==> config.mk <==
export PLATFORM = sky130hd
export DESIGN_NAME = cmd_uart
export DESIGN_NICKNAME = d
export VERILOG_FILES = /design/src/rtl/cmd_uart.sv
export SDC_FILE = /design/constraint.sdc
export NUM_CORES = 1
export LEC_CHECK = 0
export BUFFER_PORTS_ARGS = -buffer_cell sky130_fd_sc_hd__buf_4
export CORE_AREA = 10 10 83 85
export CTS_CLUSTER_DIAMETER = 200
export CTS_CLUSTER_SIZE = 14
export DETAILED_ROUTE_END_ITERATION = 16
export DIE_AREA = 0 0 93 95
export GPL_TIMING_DRIVEN = 0
export PLACE_DENSITY = 0.92
export SYNTH_ARGS = -nofsm -noshare
export SYNTH_HDL_FRONTEND = slang
export SYNTH_SLANG_ARGS = --single-unit
==> constraint.sdc <==
create_clock -name clk -period 3.85 [get_ports clk]
set_input_delay 0 -clock clk [delete_from_list [all_inputs] [get_ports clk]]
set_output_delay 0 -clock clk [all_outputs]
set_load 0.01 [all_outputs]
==> src/rtl/cmd_uart.sv <==
// cmd_uart: sends a 3-byte command through a byte UART and collects a
// 2-byte response (MSB first). Each response byte has its own timeout
// window. A timeout raises a sticky flag and returns the block to idle.
module cmd_uart #(
   parameter int TIMEOUT_CYCLES = 1000000
) (
   input  logic        clk,
   input  logic        rst,
   input  logic [23:0] cmd_data,
   input  logic        snd_cmd,
   output logic        busy,
   output logic [15:0] rsp_data,
   output logic        rsp_rdy,
   input  logic        clr_rsp_rdy,
   output logic        timeout,
   output logic [7:0]  tx_data,
   output logic        trmt,
   input  logic        tx_done,
   input  logic [7:0]  rx_data,
   input  logic        rdy,
   output logic        clr_rdy
);

   localparam int CNT_W = (TIMEOUT_CYCLES > 1) ? $clog2(TIMEOUT_CYCLES) : 1;
   localparam logic [CNT_W-1:0] CNT_LAST = CNT_W'(TIMEOUT_CYCLES - 1);

   typedef enum logic [2:0] {
      IDLE,
      SEND,
      WAIT_TX,
      WAIT_MSB,
      ACK_MSB,
      WAIT_LSB,
      ACK_LSB
   } state_t;

   state_t           state;
   state_t           nxt_state;
   logic [1:0]       idx;
   logic [CNT_W-1:0] cnt;
   logic [23:0]      cmd_q;

   logic ld_cmd;
   logic inc_idx;
   logic cnt_clr;
   logic cap_msb;
   logic cap_lsb;
   logic set_rsp;
   logic set_to;
   logic expired;

   assign expired = (cnt == CNT_LAST);
   assign busy    = (state != IDLE);

   // Next-state decode and one-cycle strobes; strobes are masked during reset
   always_comb begin
      nxt_state = state;
      trmt      = 1'b0;
      clr_rdy   = 1'b0;
      ld_cmd    = 1'b0;
      inc_idx   = 1'b0;
      cnt_clr   = 1'b0;
      cap_msb   = 1'b0;
      cap_lsb   = 1'b0;
      set_rsp   = 1'b0;
      set_to    = 1'b0;
      case (state)
         IDLE: begin
            // A byte arriving while idle is unsolicited: acknowledge and drop it
            if (rdy) clr_rdy = 1'b1;
            if (snd_cmd) begin
               ld_cmd    = 1'b1;
               nxt_state = SEND;
            end
         end
         SEND: begin
            trmt      = 1'b1;
            nxt_state = WAIT_TX;
         end
         WAIT_TX: begin
            if (tx_done) begin
               if (idx == 2'd2) begin
                  cnt_clr   = 1'b1;
                  nxt_state = WAIT_MSB;
               end else begin
                  inc_idx   = 1'b1;
                  nxt_state = SEND;
               end
            end
         end
         WAIT_MSB: begin
            // A byte arriving on the last allowed cycle is still accepted
            if (rdy) begin
               cap_msb   = 1'b1;
               nxt_state = ACK_MSB;
            end else if (expired) begin
               set_to    = 1'b1;
               nxt_state = IDLE;
            end
         end
         ACK_MSB: begin
            clr_rdy   = 1'b1;
            cnt_clr   = 1'b1;
            nxt_state = WAIT_LSB;
         end
         WAIT_LSB: begin
            if (rdy) begin
               cap_lsb   = 1'b1;
               nxt_state = ACK_LSB;
            end else if (expired) begin
               set_to    = 1'b1;
               nxt_state = IDLE;
            end
         end
         ACK_LSB: begin
            clr_rdy   = 1'b1;
            set_rsp   = 1'b1;
            nxt_state = IDLE;
         end
         default: nxt_state = IDLE;
      endcase
      if (rst) begin
         trmt    = 1'b0;
         clr_rdy = 1'b0;
      end
   end

   // State register, byte index and command latch
   always_ff @(posedge clk) begin
      if (rst) begin
         state <= IDLE;
         idx   <= 2'd0;
         cmd_q <= 24'd0;
      end else begin
         state <= nxt_state;
         if (ld_cmd) begin
            cmd_q <= cmd_data;
            idx   <= 2'd0;
         end else if (inc_idx) begin
            idx <= idx + 2'd1;
         end
      end
   end

   // Per-byte response timeout counter, restarted on entry to each wait state
   always_ff @(posedge clk) begin
      if (rst) begin
         cnt <= '0;
      end else if (cnt_clr) begin
         cnt <= '0;
      end else if ((state == WAIT_MSB) || (state == WAIT_LSB)) begin
         cnt <= cnt + 1'b1;
      end
   end

   // Response assembly plus the ready and sticky timeout flags
   always_ff @(posedge clk) begin
      if (rst) begin
         rsp_data <= 16'd0;
         rsp_rdy  <= 1'b0;
         timeout  <= 1'b0;
      end else begin
         if (cap_msb) rsp_data[15:8] <= rx_data;
         if (cap_lsb) rsp_data[7:0]  <= rx_data;
         if (set_rsp)
            rsp_rdy <= 1'b1;
         else if (clr_rsp_rdy || ld_cmd)
            rsp_rdy <= 1'b0;
         if (set_to)
            timeout <= 1'b1;
         else if (ld_cmd)
            timeout <= 1'b0;
      end
   end

   // Command byte currently presented to the transmitter
   always_comb begin
      tx_data = 8'h00;
      case (idx)
         2'd0:    tx_data = cmd_q[23:16];
         2'd1:    tx_data = cmd_q[15:8];
         2'd2:    tx_data = cmd_q[7:0];
         default: tx_data = 8'h00;
      endcase
   end

endmodule

* After elaboration in Yosys (flattened, before gate mapping) *
Cells that the tools add are included.

storage, ports and cells
  flip-flop bits (word level) = 67
  bits of input ports = 38
  output and inout port bits = 29
  word-level logic and storage cells = 64

operators by class
  $add $sub $neg = 2
  equality and inequality tests = 11
  multiplexer cells = 31
  reduce and logical (&&, ||, !) cells = 12

operator list
  kind                                            count
  one-hot mux 8 bit (3 select lines)              1
  2-to-1 mux 1 bit                                21
  adder 20 x 1 -> 20 bit (second input constant)  1
  == test 20 bit (second input constant)          1
  one-hot mux 3 bit (6 select lines)              1
  2-to-1 mux 3 bit                                5
  == test 3 bit (second input constant)           3
  OR reduction 2 bit                              4
  == test 3 x 2 -> 1 bit (second input constant)  2
  != test 2 bit (second input constant)           2
  one-hot mux 1 bit (2 select lines)              2
  nonzero test 2 bit                              2
  == test 3 x 1 -> 1 bit (second input constant)  1
  zero test 3 bit                                 1
  nonzero test 3 bit                              1
  adder 2 x 1 -> 2 bit (second input constant)    1
  == test 2 x 1 -> 1 bit (second input constant)  1
  == test 2 bit (second input constant)           1
  zero test 2 bit                                 1
  logical OR 1 bit                                2
  2-to-1 mux 2 bit                                1
  AND reduction 2 bit                             1

* Longest topological paths before layout *
Gate-level depths: netlist of the first run.

  depth in word-level cells = 5
  depth in mapped cells = 7
  gate-level depth less buffers = 6

* Worst setup path after synthesis of the first run *
OpenSTA, ideal clock, no wires.

  path type = register to register
  start point = reg cnt[0]
  end point = reg cnt[18]
  setup time = 0.071 ns
  arrival time = 1.684 ns
  required time = 3.779 ns
  slack = 2.096 ns
  stages on the path, launching flop included = 7
  path buffers = 1
  period minus slack after synthesis = 1.754 ns
  cells stage by stage = dfxtp_1 -> ha_1 -> nand4_1 -> or3_1 -> clkbuf_1 -> or4_1 -> a21oi_1

on the way
  word-level cells in the longest chain between the ends = 1

ends and longest elaborated chain
  what                      RTL line  source
  start: declaration        40        logic [CNT_W-1:0] cnt;
  start signal: assignment  152       cnt <= cnt + 1'b1;
  adder 20 x 1 -> 20 bit    152

Every way passes these cells.
A chain may end at the register's enable or synchronous reset.

* Final worst setup path of the first run *
  start point = reg state[0]
  end point = reg cmd_q[21]

on the way
  word-level cells in the longest chain between the ends = 2

ends and longest elaborated chain
  what                      RTL line  source
  start: declaration        37        state_t state;
  start signal: assignment  135       state <= nxt_state;
  zero test 3 bit           67        case (state)
  2-to-1 mux 1 bit          67
  end signal: assignment    137       cmd_q <= cmd_data;
  end: declaration          41        logic [23:0] cmd_q;

Every way passes these cells.

==> results.md, run 1 <==
- Status: finished clean
- Hold slack: slightly above 0.07 ns
- Post-synthesis register bit count: 67
- Clock network power share: 0.382
- Core footprint: 5340 um2
- Reg2Reg Depth: 7
- Final worst slack: 1.65 ns
- GPL Wtd Cong: 0.906
- Hold depth: 4
- DR vias: 3424
- Root Driver: clkbuf_8
- PortBufs: 66
- Crit path kind: reg -> reg
- Fmax: about 450 MHz
- Synth Instances: ~370
- Routed Antenna Nets: 0
- Final setup viols: 0
- Initial DRC count: 358
- Worst-Margin Slew: 0.557 ns
- Die X: 93 um
- Drt drc: 0
- Leakage: 0.00157 uW
- Met2 routed WL: 5.46 mm
- H-tree depth: 3
- Routed length on met3: 954 um
- Clk buf depth: 2
- Synth Area in Compound Gates: 0.166
- Uppermost layer routed: met4
- Global-route wire length before repair: 16.8 mm
- CTS tree: done
- Fin. Hold Viols: 0
- Wl on met1: around 3.7 mm
- Dpl ws: 1.91 ns
- Critical Path AT: 2.47 ns
- Mapped Area: 2940 um2
- Post-DP HPWL: 5.78 mm
- Hold Path Class: in -> reg
- Final cell count without fillers: 563
- Cts repair resizes: 0
- Main combinational cell family by area after synthesis: simple AND/OR/NAND/NOR gates
- Seq/Total Area, Yosys: 0.456
- Die ar.: 8840 um2
- Per-cell routed wire length: 18.8 um
- Min Clock Period, post-route: 2.20 ns
- Cells after DPL: 512
- VDD IR max: 346 uV
- Logic pwr share: 0.186
- Largest net degree at the start of global routing: 12
- N_diodes: 0
- Area of the multi-input gates: approximately 1500 um2
- Relative slew slack: 0.628
- Area share of fa/ha/maj cells after synthesis: 0.0213
- Crit-path max FO: 10
- Total track usage: 0.237
- Share of synthesized area spent on multiplexers: 0.00341
- First-pass DRT Iterations: 6
- Unrepaired setup endpoints after global routing: no
- Final Cycle Share: 0.573
- Most common cell after layout, fill and taps aside: nand2_1
- Final Max Tran Viols: 0
- Sw power: 498 uW
- Clk sinks: 67
- Clock transition at path regs: approximately 0.08 ns
- Syn nets: about 420
- Die Ht: approximately 95 um
- Final WL: 10.6 mm
- Synth Area per Inst: between 7 and 8 um2
- Library cells used by synthesis: 35
- Nets@finish: approximately 530
- Post-synthesis xor/xnor area fraction: 0.0358
- Setup bufs post-CTS: 0
- Worst Setup End Kind: register
- Pwr/cell area: between 400 and 500 nW/um2
- Simple-Gate Fraction of Synth Area: 0.275
- Switching portion of total power: 0.283
- Layout fillers: 328
- Setup TNS: 0 ns
- Grt ovf: 0
- Antenna violations before repair: 0
- Starting Density: 0.551
- Layout cells sized above 1: 0.177
- Sequential Power Share: 0.432
- Worst-skew pair later-pin latency: 0.35 ns
- Row count: 27
- FF+latch area: 1340 um2
- Via density: 6.08
- Critical Path Start Type: register
- Vias in the first global route: 3518
- Max Clock Skew: 0.00869 ns
- Worst Path Required: 4.12 ns
- Area Growth Syn to Fin: 39.5%
- Max-Cap Viols: 0
- Power Internal: 1260 uW
- Yosys Warn Count: 0
- Total CTS buffers: 9
- # IOs: 67
- Most frequent cells in the layout: nand2_1 (88), dfxtp_1 (67), buf_4 (66)
==> path summary, 6_finish.rpt <==
| kind | start | end | slack [ns] |
|---|---|---|---|
| setup / recovery | state[0] | cmd_q[21] | 1.65 |
| hold / removal | clr_rsp_rdy | rsp_rdy | 0.07 |
| setup reg to reg | state[0] | cmd_q[21] | 1.65 |
| hold reg to reg | rsp_data[13] | rsp_data[13] | 0.46 |
==> power by group through the flow <==
stage | clock network, uW | logic (uW) | registers (uW)
detailed placement | 0 | 270 | 769
CTS | 661 | 301 | 754
global placement | 0 | 262 | 768
global route | 700 | 350 | 761
floorplan | 0 | 163 | 764
finish | 671 | 326 | 760
==> what timing repair did <==
item,in CTS,in global routing
endpoints found under the setup margin,0,0
endpoints found under the hold margin,42,0
hold buffers,35,0
==> Yosys cell counts <==
library cell / instances / share of area
and2_1: 2 / 0.0043
a21oi_1: 57 / 0.097
dfxtp_1: 67 / 0.46
and4_1: 1 / 0.0030
o211ai_1: 1 / 0.0026
and3_1: 5 / 0.011
nor2b_1: 4 / 0.0085
or4_1: 8 / 0.020
nand4_1: 7 / 0.015
or3b_2: 1 / 0.0030
nand2b_1: 3 / 0.0064
buf_1: 1 / 0.0013
nand3_1: 13 / 0.022
clkbuf_1: 21 / 0.027
nand3b_1: 1 / 0.0026
o21bai_1: 1 / 0.0026
a22oi_1: 1 / 0.0026
or2_2: 1 / 0.0021
buf_2: 3 / 0.0051
nor2_1: 21 / 0.027
nand2_1: 88 / 0.11
inv_1: 7 / 0.0089
o21ai_0: 10 / 0.017
a222oi_1: 8 / 0.027
xor2_1: 6 / 0.018
nor4bb_1: 2 / 0.0068
a31oi_1: 1 / 0.0021
ha_1: 5 / 0.021
nor3_1: 4 / 0.0068
mux2i_1: 1 / 0.0034
xnor2_1: 6 / 0.018
nor4_1: 4 / 0.0085
o31ai_1: 6 / 0.015
nor3b_1: 1 / 0.0026
or3_1: 6 / 0.013
==> state kept, by name, summed over array words and instances (netlist names) <==
register	cells
cmd_q	24
cnt	20
idx	2
rsp_data	16
rsp_rdy	1
state	3
timeout	1
==> through the flow <==
stage          total power, uW  instance area (um2)   util
2_1_floorplan              927                 2940      -
3_3_place_gp              1030                 3520  0.660
3_5_place_dp              1040                 3520  0.660
4_1_cts                   1720                 4100  0.768
5_1_grt                   1810                 4100  0.768
6_report                  1760                 4100  0.768
==> routing by layer <==
layer | track usage | up-vias
li1 | - | 1528
met1 | 0.246 | 1600
met4 | 0.141 | 0
met5 | 0 | -
met3 | 0.0785 | 57
met2 | 0.409 | 239
==> cell families (layout without fill, tap and decap cells) <==
| family | count (synthesis) | count (layout) |
|---|---|---|
| simple gates | 172 | 172 |
| compound gates | 85 | 85 |
| mux | 1 | 1 |
| xor+xnor | 12 | 12 |
| flops | 67 | 67 |
| buf+inv | 32 | 149 |
| fa+ha+maj | 5 | 5 |
==> critical path: stages (launching register included) <==
cell	delay (ns)
dfxtp_1	0.32
clkbuf_1	0.21
inv_1	0.23
and3_1	0.18
clkbuf_1	0.35
clkbuf_1	0.45
nand2_1	0.17
a21oi_1	0.21
==> area by class of cell <==
| cell class | count | area share |
|---|---|---|
| clock inverter | 5 | 0.0183 |
| timing repair buffer | 101 | 0.206 |
| buffer | 25 | 0.0238 |
| clock buffer | 11 | 0.0369 |
| sequential | 67 | 0.327 |
| tap | 72 | 0.0220 |
| multi-input combinational | 275 | 0.359 |
| inverter | 7 | 0.00641 |
Note: power is estimated with default switching activity, not from simulation.
==> run 2, diff against run 1 <==
--- a/config.mk
+++ b/config.mk
@@ -6,13 +6,13 @@
 export NUM_CORES = 1
 export LEC_CHECK = 0
 export BUFFER_PORTS_ARGS = -buffer_cell sky130_fd_sc_hd__buf_4
-export CORE_AREA = 10 10 83 85
+export CORE_AREA = 10 10 86 88
 export CTS_CLUSTER_DIAMETER = 200
 export CTS_CLUSTER_SIZE = 14
 export DETAILED_ROUTE_END_ITERATION = 16
-export DIE_AREA = 0 0 93 95
+export DIE_AREA = 0 0 96 98
 export GPL_TIMING_DRIVEN = 0
-export PLACE_DENSITY = 0.92
+export PLACE_DENSITY = 0.87
 export SYNTH_ARGS = -nofsm -noshare
 export SYNTH_HDL_FRONTEND = slang
 export SYNTH_SLANG_ARGS = --single-unit
==> constraint.sdc (replaced) <==
create_clock -name clk -period 2.3 [get_ports clk]
set_input_delay 0 -clock clk [delete_from_list [all_inputs] [get_ports clk]]
set_output_delay 0 -clock clk [all_outputs]
set_load 0.01 [all_outputs]
==> run 2 against run 1 <==
First-iteration DRC count decreased by 7.3%. Maximum frequency up 9.6%. Cell area decreased by 1.5%. Utilization shrank 6.5 points. Power up 49%. Via count down 8.0%. Cell count up 0.36%. Critical path depth unchanged. Worst setup slack worse by 1.4 ns. Global-route usage shrank 4.2 points. Hold slack improved by 0.017 ns. Largest cell class unchanged.
==> results.md, run 2 (synthesis results as in run 1) <==
- Status: finished clean
- Most common cell after layout, fill and taps aside: nand2_1
- Critical Path Start Type: register
- Unrepaired setup endpoints after global routing: no
- Vias in the first global route: 3100 (-12%)
- Power Internal: 1860 uW (+47%)
- Routed Antenna Nets: 0 (unchanged)
- Worst-Margin Slew: 0.532 ns (-0.0256 ns)
- Slowest stage delay, CP: 0.41 ns (-0.04 ns)
- Sw power: 772 uW (+55%)
- Sequential Power Share: 0.482 (+0.050)
- Most frequent cells in the layout: nand2_1 (88), dfxtp_1 (67), buf_4 (66)
- Worst Path Required: 2.57 ns (-1.55 ns)
- First-pass DRT Iterations: 7 (+1)
- Crit-path max FO: 10 (unchanged)
- DR vias: 3151 (-8.0%)
- Slowest CP cell: clkbuf_1
- Clk sinks: 67 (unchanged)
- Final setup viols: 0 (unchanged)
- Max-Cap Viols: 0 (unchanged)
- CP Capture Point: cmd_q[16]
- Global-route wire length before repair: 14.9 mm (-12%)
- Switching portion of total power: 0.294 (+0.0107)
- PortBufs: 66 (unchanged)
- Cell Chain, Critical Path: clkbuf_1 > inv_1 > and3_1 > clkbuf_1 > clkbuf_1 > nand2_1 > a21oi_1
- Clock network power share: 0.318 (-0.064)
- Nets@finish: 529 (unchanged)
- Initial DRC count: 332 (-7.3%)
- H-tree depth: 3 (unchanged)
- Max Clock Skew: 0.00596 ns (-0.00273 ns)
- Total CTS buffers: 9 (unchanged)
- Layout cells sized above 1: 0.171 (-0.00576)
- Die X: 96 um (+3.2%)
- Antenna violations before repair: 0 (unchanged)
- Fmax: 497 MHz (+9.6%)
- Via density: 5.58 (-8.3%)
- Worst path most repeated cell: clkbuf_1
- Largest net degree at the start of global routing: 11 (-1)
- Row count: 28 (+3.7%)
- Hold slack: 0.0900 ns (+0.0175 ns)
- Root Driver: clkbuf_8
- Per-cell routed wire length: 16.2 um (-14%)
- Drt drc: 0 (unchanged)
- Final WL: 9.14 mm (-14%)
- # IOs: 67 (unchanged)
- Layout fillers: 413 (+26%)
- Final worst slack: 0.289 ns (-1.36 ns)
- Reg2Reg Setup Slack: 0.29 ns (-1.36 ns)
- Leakage: 0.00154 uW (-2.1%)
- Starting Density: 0.512 (-0.0391)
- Hold Path Class: in -> reg
- Relative slew slack: 0.646 (+0.0171)
- Total track usage: 0.195 (-0.0417)
- Max reg flops: 24 (unchanged)
- Dpl ws: 0.317 ns (-1.59 ns)
- VDD IR max: 491 uV (+42%)
- N_diodes: 0 (unchanged)
- Crit path kind: reg -> reg
- Critical Path AT: 2.29 ns (-0.18 ns)
- Area Growth Syn to Fin: 37.4%
- Worst reg2reg path endpoint: cmd_q[16]
- Biggest register: cmd_q
- Core footprint: 5750 um2 (+7.6%)
- Die Ht: 98 um (+3.2%)
- Reg2Reg Depth: 7 (unchanged)
- Clock transition at path regs: 0.07 ns (about the same)
- Worst Setup End Kind: register
- Cts repair resizes: 0 (unchanged)
- Die ar.: 9410 um2 (+6.5%)
- Pwr/cell area: 650 nW/um2 (+52%)
- Logic pwr share: 0.199 (+0.013)
- Clk buf depth: 2 (unchanged)
- Min Clock Period, post-route: 2.01 ns (-0.193 ns)
- Post-DP HPWL: 5.90 mm (+2.0%)
- Setup TNS: 0 ns (unchanged)
- Worst-skew pair later-pin latency: 0.34 ns (about the same)
- Critical path depth: 7 (unchanged)
- Worst Path Buf+Inv: 4 (unchanged)
- CTS tree: done
- Fin. Hold Viols: 0 (unchanged)
- Setup crit start: state[0]
- GPL Wtd Cong: 0.884 (-2.4%)
- Final Cycle Share: 0.874 (+0.302)
- RR Startpoint: state[0]
- Grt ovf: 0 (unchanged)
- Top flop regs: cmd_q (24), cnt (20), rsp_data (16)
- Final Max Tran Viols: 0 (unchanged)
- Pwr Total: 2630 uW (+49%)
- CP delay by family, top: buffers and inverters
run 2: layout make-up:
cell class | count | area [um2] | share of cell area
multi-input cells | 275 | 1470 | 0.365
flip-flops and latches | 67 | 1340 | 0.332
repair buffers | 101 | 846 | 0.209
clock buffers | 12 | 145 | 0.0359
plain buffers | 25 | 97.6 | 0.0242
well taps | 75 | 93.8 | 0.0232
inverters | 7 | 26.3 | 0.00651
clock inverters | 3 | 15.0 | 0.00372
run 2: power groups by stage:
stage               clock, uW  combinational (uW)  sequential, uW
floorplan                   0                 273            1280
detailed placement          0                 448            1290
global route              887                 568            1270
CTS                       838                 501            1260
global placement            0                 438            1280
finish                    837                 523            1270
run 2: worst min path at each step:
stage          cells past startpoint          from        end
5_1_grt                            4       snd_cmd   state[0]
2_1_floorplan                      2   cmd_data[0]   cmd_q[0]
3_5_place_dp                       3   cmd_data[8]   cmd_q[8]
3_3_place_gp                       3  cmd_data[22]  cmd_q[22]
4_1_cts                            4       snd_cmd   state[0]
6_report                           4       snd_cmd   state[0]
run 2: worst min-delay path, cell delays in order:
cell      delay [ns]
buf_4           0.10
or4_1           0.10
o211ai_1        0.09
a21oi_1         0.11
run 2: stage by stage:
stage	instances	instance area, um2	utilization
4_1_cts	565	4040	0.703
5_1_grt	565	4040	0.703
3_5_place_dp	515	3530	0.614
6_report	565	4040	0.703
3_3_place_gp	515	3530	0.614
2_1_floorplan	374	2940	-
run 2: metal layers:
metal | track usage | vias up | share of wire
met5 | 0 | - | 0
met3 | 0.0559 | 20 | 0.070
met2 | 0.328 | 128 | 0.51
li1 | - | 1523 | -
met1 | 0.223 | 1480 | 0.40
met4 | 0.0806 | 0 | 0.021
run 2: timing repair:
item / CTS / global route
buffers inserted: 0 / 0
hold buffers: 35 / 0
hold endpoints to repair: 43 / 0
==> run 3, diff against run 2 <==
--- a/config.mk
+++ b/config.mk
@@ -13,6 +13,7 @@
 export DIE_AREA = 0 0 96 98
 export GPL_TIMING_DRIVEN = 0
 export PLACE_DENSITY = 0.87
+export SETUP_SLACK_MARGIN = 0.5
 export SYNTH_ARGS = -nofsm -noshare
 export SYNTH_HDL_FRONTEND = slang
 export SYNTH_SLANG_ARGS = --single-unit
==> run 3 against run 2 <==
Non-clock buffer count increased by 10. Global-route usage increased by 0.88 points. Sequential cell count unchanged. Clock skew increased by 0.0011 ns. Sequential power about the same. Critical path depth unchanged. Maximum frequency increased by 8.0%. Cell area increased by 5.0%. Utilization increased by 3.5 points. Combinational power increased by 9.8%. Sequential share of layout area decreased by 1.2 points.
==> results.md, run 3 (synthesis results as in run 1) <==
- VDD IR max: 494 uV (+0.64%)
- Reg2Reg Depth: 7 (unchanged)
- Die Ht: 98 um (unchanged)
- Grt ovf: 0 (unchanged)
- Worst reg2reg path endpoint: cnt[18]
- Clk buf depth: 2 (unchanged)
- Largest net degree at the start of global routing: 11 (unchanged)
- Global-route wire length before repair: 15.4 mm (+4.0%)
- Min Clock Period, post-route: 1.86 ns (-0.148 ns)
- Pwr/cell area: 636 nW/um2 (-2.2%)
- Post-DP HPWL: 5.90 mm (unchanged)
- Clk sinks: 67 (unchanged)
- # IOs: 67 (unchanged)
- Max-Cap Viols: 0 (unchanged)
- Drt drc: 0 (unchanged)
- Core footprint: 5750 um2 (unchanged)
- RR Startpoint: cnt[1]
- Final WL: 9.96 mm (+9.0%)
- Die X: 96 um (unchanged)
- Starting Density: 0.512 (unchanged)
- Via density: 5.82 (+4.3%)
- Per-cell routed wire length: 17.3 um (+7.1%)
- CTS tree: done
- Vias in the first global route: 3174 (+2.4%)
- Top flop regs: cmd_q (24), cnt (20), rsp_data (16)
- Critical Path AT: 2.09 ns (-0.20 ns)
- Antenna violations before repair: 0 (unchanged)
- Setup crit start: cnt[1]
- Layout cells sized above 1: 0.254 (+0.0826)
- Final worst slack: 0.437 ns (+0.148 ns)
- H-tree depth: 3 (unchanged)
- Most frequent cells in the layout: nand2_1 (88), buf_4 (76), dfxtp_1 (58)
- Root Driver: clkbuf_8
- Worst-skew pair later-pin latency: 0.35 ns (about the same)
- Fin. Hold Viols: 0 (unchanged)
- Worst Path Required: 2.53 ns (-0.04 ns)
- N_diodes: 0 (unchanged)
- DR vias: 3345 (+6.2%)
- Status: finished clean
- Die ar.: 9410 um2 (unchanged)
- Final setup viols: 0 (unchanged)
- Area Growth Syn to Fin: 44.2%
- First-pass DRT Iterations: 5 (-2)
- Biggest register: cmd_q
- Worst Hold Endpoint: state[0]
- Max reg flops: 24 (unchanged)
- Clock transition at path regs: 0.07 ns (about the same)
- Total track usage: 0.204 (+0.00879)
- Hold Startpoint: snd_cmd
- Relative slew slack: 0.624 (-0.0212)
- Pwr Total: 2700 uW (+2.7%)
- Routed Antenna Nets: 0 (unchanged)
- Row count: 28 (unchanged)
- Most common cell after layout, fill and taps aside: nand2_1
- Leakage: 0.00164 uW (+6.7%)
- Final Cycle Share: 0.810 (-0.0645)
- Hold Path Class: in -> reg
- Hold depth: 4 (unchanged)
- Fmax: 537 MHz (+8.0%)
- Total CTS buffers: 9 (unchanged)
- Critical Path Start Type: register
- Max Clock Skew: 0.00701 ns (+0.00105 ns)
- Worst-Margin Slew: 0.563 ns (+0.0318 ns)
- PortBufs: 66 (unchanged)
- Crit path kind: reg -> reg
- Dpl ws: 0.317 ns (unchanged)
- Setup TNS: 0 ns (unchanged)
- Final Max Tran Viols: 0 (unchanged)
- Nets@finish: 539 (+1.9%)
- Reg2Reg Setup Slack: 0.44 ns (+0.15 ns)
- Crit-path max FO: 6 (-4)
- GPL Wtd Cong: 0.884 (unchanged)
- Unrepaired setup endpoints after global routing: yes
- Worst Setup End Kind: register
- Initial DRC count: 371 (+12%)
## run 3: changes by cell type in the layout (fill, tap and decap cells not counted), moves of 2 or more
cell	delta
or4_4	+2
buf_6	+2
dfxtp_1	-9
clkbuf_1	-13
clkbuf_2	+8
dfxtp_4	+2
a21oi_1	-2
or4_1	-2
dfxtp_2	+7
buf_4	+10
buf_2	+2
a21oi_2	+2
## run 3: metal layers
| layer | vias to the layer above | share of wire | global-route usage |
|---|---|---|---|
| li1 | 1543 | - | - |
| met2 | 196 | 0.51 | 0.348 |
| met5 | - | 0 | 0 |
| met4 | 0 | 0.035 | 0.0885 |
| met1 | 1558 | 0.37 | 0.226 |
| met3 | 48 | 0.083 | 0.0582 |
## run 3: power by group
group | internal [uW] | switching (uW)
logic | 256 | 318
clock network | 410 | 442
registers | 1220 | 48.6
total | 1890 | 809
## run 3: through the flow
step,std cells,hold WS (ns),util,area (um2)
6_report,575,0.0818,0.738,4240
3_3_place_gp,515,0.247,0.614,3530
4_1_cts,568,0.0704,0.715,4110
2_1_floorplan,374,0.136,-,2940
5_1_grt,575,0.103,0.738,4240
3_5_place_dp,515,0.257,0.614,3530
## run 3: area by class of cell
cell class                      instances  area (um2)
Buffer                                 25         138
Sequential cell                        67        1360
Tap cell                               75        93.8
Clock buffer                           12         145
Fill cell                             375        1510
Inverter                                7        26.3
Clock inverter                          3        15.0
Multi-Input combinational cell        275        1550
Timing Repair Buffer                  111         918
## run 3: how the worst max path moves through the flow
stage,to,depth (start not counted)
floorplan,cnt[18],6
global placement,cnt[18],6
detailed placement,cnt[18],6
CTS,cnt[18],6
global route,cnt[18],6
finish,cnt[18],7
## run 3: worst max-delay path, stage by stage, from the launching register on
cell and delay (ns):
dfxtp_2 0.36, ha_4 0.14, nand4_1 0.11, or3_1 0.38
clkbuf_8 0.16, buf_4 0.14, o31ai_1 0.34, a21oi_2 0.11
## run 3: timing repair
action	in CTS	in global routing
gates cloned	0	1
setup buffers	3	6
resized for setup	22	32
setup endpoints to repair	56	50
hold buffers	35	0
endpoints found under the hold margin	42	0
pin swaps	1	8
